[config.mk]
export PLATFORM = sky130hd
export DESIGN_NAME = mem_stage
export DESIGN_NICKNAME = d
export VERILOG_FILES = /design/src/rtl/mem_stage.sv
export SDC_FILE = /design/constraint.sdc
export NUM_CORES = 1
export LEC_CHECK = 0
export BUFFER_PORTS_ARGS = -buffer_cell sky130_fd_sc_hd__buf_2
export CORE_AREA = 5 5 154 156
export CTS_CLUSTER_DIAMETER = 120
export DETAILED_ROUTE_END_ITERATION = 12
export DIE_AREA = 0 0 159 161
export GPL_ROUTABILITY_DRIVEN = 0
export PLACE_DENSITY = 0.63
export REMOVE_ABC_BUFFERS = 1
export SETUP_SLACK_MARGIN = 0.15
export SLEW_MARGIN = 20
export SYNTH_ARGS = -nofsm -noshare
export SYNTH_HDL_FRONTEND = slang
export SYNTH_SLANG_ARGS = --single-unit
export TNS_END_PERCENT = 50
[constraint.sdc]
create_clock -name CLK -period 5.5 [get_ports CLK]
set_clock_uncertainty 0.15 [all_clocks]
set_input_delay 1.1 -clock CLK [delete_from_list [all_inputs] [get_ports CLK]]
set_output_delay 1.1 -clock CLK [all_outputs]
set_load 0.01 [all_outputs]
[src/rtl/mem_stage.sv]
// MIPS memory stage: dcache request/stall handshake, branch/jump redirect,
// MEM/WB pipeline register, sticky halt, access watchdog and access counters.
module mem_stage #(
  parameter int WORD_W  = 32,
  parameter int TIMEOUT = 64,
  parameter int CNT_W   = 16
) (
  input  logic              CLK,
  input  logic              nRST,
  input  logic [WORD_W-1:0] m_npc,
  input  logic [25:0]       m_jaddr,
  input  logic [WORD_W-1:0] m_rdat1,
  input  logic [WORD_W-1:0] m_rdat2,
  input  logic [WORD_W-1:0] m_alu,
  input  logic [WORD_W-1:0] m_ext,
  input  logic              m_dren,
  input  logic              m_dwen,
  input  logic              m_memtoreg,
  input  logic              m_link,
  input  logic              m_regw,
  input  logic [4:0]        m_wsel,
  input  logic              m_branch,
  input  logic              m_bne,
  input  logic              m_zero,
  input  logic              m_jump,
  input  logic              m_jr,
  input  logic              m_halt,
  input  logic              dhit,
  input  logic [WORD_W-1:0] dmemload,
  output logic              dmemREN,
  output logic              dmemWEN,
  output logic [WORD_W-1:0] dmemaddr,
  output logic [WORD_W-1:0] dmemstore,
  output logic              mem_stall,
  output logic              redirect,
  output logic [WORD_W-1:0] redirect_pc,
  output logic              wb_regw,
  output logic [4:0]        wb_wsel,
  output logic [WORD_W-1:0] wb_wdat,
  output logic              wb_halt,
  output logic              err,
  output logic [CNT_W-1:0]  load_cnt,
  output logic [CNT_W-1:0]  store_cnt
);

  localparam int WCW = $clog2(TIMEOUT + 1);

  typedef enum logic {IDLE, WAIT} state_t;

  state_t         state, next_state;
  logic [WCW-1:0] wcnt;
  logic           live;
  logic           req;
  logic           taken;
  logic [WORD_W-1:0] wdat_sel;

  // Requests and redirects vanish while reset is held so a lost access drops at once
  assign live      = nRST & !wb_halt;
  assign req       = (m_dren | m_dwen) & live;
  assign dmemREN   = m_dren & req;
  assign dmemWEN   = m_dwen & req;
  assign dmemaddr  = m_alu;
  assign dmemstore = m_rdat2;
  assign mem_stall = req & !dhit;
  assign taken     = m_branch & (m_zero ^ m_bne);

  always_comb begin
    wdat_sel = m_alu;
    if (m_memtoreg)  wdat_sel = dmemload;
    else if (m_link) wdat_sel = m_npc;
  end

  always_comb begin
    redirect    = 1'b0;
    redirect_pc = m_npc;
    if (!mem_stall && live) begin
      if (m_jr) begin
        redirect    = 1'b1;
        redirect_pc = m_rdat1;
      end else if (m_jump) begin
        redirect    = 1'b1;
        redirect_pc = {m_npc[WORD_W-1 -: 4], m_jaddr, 2'b00};
      end else if (taken) begin
        redirect    = 1'b1;
        redirect_pc = m_npc + (m_ext << 2);
      end
    end
  end

  always_comb begin
    next_state = state;
    case (state)
      IDLE: if (req && !dhit) next_state = WAIT;
      WAIT: if (dhit)         next_state = IDLE;
      default:                next_state = IDLE;
    endcase
  end

  always_ff @(posedge CLK or negedge nRST) begin
    if (!nRST) state <= IDLE;
    else       state <= next_state;
  end

  // Watchdog only flags a stuck access; the access itself is never aborted
  always_ff @(posedge CLK or negedge nRST) begin
    if (!nRST) begin
      wcnt <= '0;
      err  <= 1'b0;
    end else if (state == WAIT && !dhit) begin
      if (wcnt != WCW'(TIMEOUT)) wcnt <= wcnt + WCW'(1);
      if (wcnt >= WCW'(TIMEOUT - 1)) err <= 1'b1;
    end else if (next_state == IDLE) begin
      wcnt <= '0;
    end
  end

  always_ff @(posedge CLK or negedge nRST) begin
    if (!nRST) begin
      wb_regw <= 1'b0;
      wb_wsel <= '0;
      wb_wdat <= '0;
      wb_halt <= 1'b0;
    end else if (mem_stall) begin
      wb_regw <= 1'b0;
    end else begin
      wb_regw <= m_regw & !wb_halt;
      wb_wsel <= m_wsel;
      wb_wdat <= wdat_sel;
      if (m_halt) wb_halt <= 1'b1;
    end
  end

  always_ff @(posedge CLK or negedge nRST) begin
    if (!nRST) begin
      load_cnt  <= '0;
      store_cnt <= '0;
    end else begin
      if (dhit && dmemREN) load_cnt  <= load_cnt + CNT_W'(1);
      if (dhit && dmemWEN) store_cnt <= store_cnt + CNT_W'(1);
    end
  end

endmodule

==> results.ini <==
[drt]
avgRoutedWirePerCell_um=20.4
drt_wl_total_mm=29.2
drt_iter0_markers=583
postRouteAntennaNets=0
drc_errors=0
vias=7534
firstDrtPassIters=5
viasPerCell=5.25

[sta]
fmax_ghz=0.190
final.setup.tns_ns=0
finalSetupViolCount=0
hold_viol=0
slew_headroom=0.252
drv_slew=0
worst_pin_slew_ns=1.12
rsz0062_at_grt=true
finalCriticalPeriod_ns=5.26
final.period_utilization=0.956

[synthesis]
synthArstFlopShare=1.00
synth_xor_area_frac=0.0676
yosysUniqueCellTypes=68
synthSimpleGateAreaFrac=0.192
synth_adder_area_share=0.0608
avgSynthCellArea_sq_um=7.96
synth_enable_flop_cells=0
synthFlopType=dfrtp_1
synth_compound_area_frac=0.230
netlist_instances=895
syn-cell-area_sq_um=7120
ys_ff_latch=80
yosys-mux-area-fraction=0.0675
synth_seq_area_share=0.281
synth_top_family_by_area=compound AO/OA/AOI/OAI gates
yosys_warnings=0

[min_path]
hp-start=err$_DFFE_PN0P_
hold_class=reg -> reg
min_path_cells=1
holdPathEnd=err$_DFFE_PN0P_

[pwr]
powerDensity_nw_per_um2=196
leakage_nw=4.43
ir_drop_mv=0.118

[grt]
grt_pass1_wl_mm=43.3
gr-total-overflow=0
grt_usage=0.215
antenna_found_initial=0
grt_pass1_vias=7335
grt_max_degree=73

[clock_network]
clockBufferDepth=2
htree_levels=3
insertion_delay_ns=0.33
cts_resized=0
cts_tree=done
cts.clk_slew.worst_paths_ns=0.06
cts_setup_buffers=0
root_buffer=clkbuf_16
cts.sinks=80
hold_buffers=0
numCtsBuffers=9

[critical_path]
setup.worst_path.end_class=output port
critPathKind=in -> out
path_max_fanout=4
timing.rr.end=wcnt[0]$_DFFE_PN0P_
arrival_ns=4.01
rrSetupSlack_ns=2.96
crit_path_start_kind=input pin
required_ns=4.25
reg2regPathDepth=8
r2r_start=wb_halt$_DFFE_PN0P_

[layout]
utilization=0.400
fin_nets=1415
diodes=0
syn_to_final_growth_pct=24.8
drive_above_1_share=0.339

[floorplan]
die_w_um=159
initial_core_util=0.320
row_count=55
coreArea_sq_um=22200
ioPinCount=409
die-area_sq_um=25600
die_height_um=161

[placement]
io_buffers=342
hpwlAfterDp_mm=23.6

[flow_run]
cap_violations=0

[run_status]
outcome=completed

registers in the layout, summed over array words and instances, names as in the netlist:
| name | flops |
|---|---|
| wb_wdat | 32 |
| store_cnt | 16 |
| wcnt | 7 |
| wb_wsel | 5 |
| wb_regw | 1 |
| wb_halt | 1 |
| load_cnt | 16 |
| err | 1 |
| state | 1 |
power by group:
| part | internal, mW | switching (mW) |
|---|---|---|
| Clock | 0.325 | 0.262 |
| Combinational | 0.224 | 0.301 |
| Sequential | 0.613 | 0.0141 |
| Total | 1.16 | 0.577 |
metal layers:
layer / up-vias / global-route usage / wire length (um)
met5: - / 0.0322 / 119
met4: 2 / 0.0531 / 540
met3: 42 / 0.0712 / 2500
met2: 328 / 0.335 / 13200
met1: 3527 / 0.286 / 12900
li1: 3635 / - / -
kinds of logic (layout without fill, tap and decap cells):
logic type / after synthesis / in the layout
multiplexers: 47 / 47
AND/OR/NAND/NOR: 295 / 295
flip-flops: 80 / 80
XOR/XNOR: 55 / 55
buffers and inverters: 125 / 379
AO/OA/AOI/OAI: 259 / 259
adder cells (fa/ha/maj): 34 / 34
how the worst max path moves through the flow:
stage | startpoint | endpoint
after global placement | m_npc[2] | redirect_pc[30]
after detailed placement | m_npc[2] | redirect_pc[30]
final | m_npc[2] | redirect_pc[30]
after global routing | m_npc[2] | redirect_pc[30]
after floorplan | m_npc[2] | redirect_pc[16]
after CTS | m_npc[2] | redirect_pc[30]
synth_stat cells, drive strengths merged, types with 7 or more instances:
| library cell | number | area [sq um] |
|---|---|---|
| clkbuf | 40 | 150 |
| xnor2 | 34 | 298 |
| a21oi | 82 | 422 |
| xor2 | 21 | 184 |
| nand4 | 11 | 68.8 |
| o21a | 7 | 52.6 |
| nor2b | 12 | 75.1 |
| a22oi | 16 | 120 |
| nor3 | 13 | 65.1 |
| ha | 33 | 413 |
| nor2 | 85 | 319 |
| buf | 76 | 537 |
| nand2b | 9 | 56.3 |
| and3 | 19 | 130 |
| dfrtp | 80 | 2000 |
| inv | 9 | 33.8 |
| mux2i | 39 | 390 |
| mux2 | 8 | 90.1 |
| nand3 | 29 | 145 |
| nand2 | 96 | 360 |
| a21o | 21 | 158 |
| o21ai | 76 | 380 |
placed cells by master, fill, tap and decap left out, types with 21 or more instances in the layout:
cell | synthesis | routed
nor2_1 | 85 | 84
dfrtp_1 | 80 | 80
o21ai_0 | 70 | 70
mux2i_1 | 39 | 39
a21o_1 | 21 | 21
xnor2_1 | 34 | 34
buf_2 | 0 | 341
a21oi_1 | 81 | 81
nand2_1 | 96 | 96
ha_1 | 33 | 33
xor2_1 | 21 | 21
nand3_1 | 29 | 29
critical path: stages:
cell,delay (ns)
buf_2,0.12
ha_1,0.23
fa_1,0.41
a21o_1,0.19
a21oi_1,0.22
o21bai_1,0.13
a21oi_1,0.27
o211a_1,0.27
o31a_1,0.27
o31ai_1,0.12
xor2_1,0.18
a221o_1,0.35
buf_2,0.15
cell type report:
type | instances | area (sq um)
fill | 2326 | 13300
multi-input combinational | 690 | 4400
sequential | 80 | 2000
timing repair buffer | 354 | 1800
tap | 285 | 357
clock buffer | 10 | 239
clock inverter | 6 | 51.3
inverter | 9 | 33.8
stage by stage:
step | power, mW | hold slack [ns] | setup slack, ns | cells | cell area [sq um]
2_1_floorplan | 0.902 | 0.354 | 0.750 | 779 | 6440
3_3_place_gp | 1.16 | 0.308 | 0.274 | 1418 | 8600
6_report | 1.74 | 0.316 | 0.242 | 1434 | 8890
3_5_place_dp | 1.16 | 0.309 | 0.259 | 1418 | 8600
4_1_cts | 1.76 | 0.323 | 0.249 | 1434 | 8890
5_1_grt | 1.84 | 0.350 | 0.128 | 1434 | 8890
(Power assumes the default switching activity.)
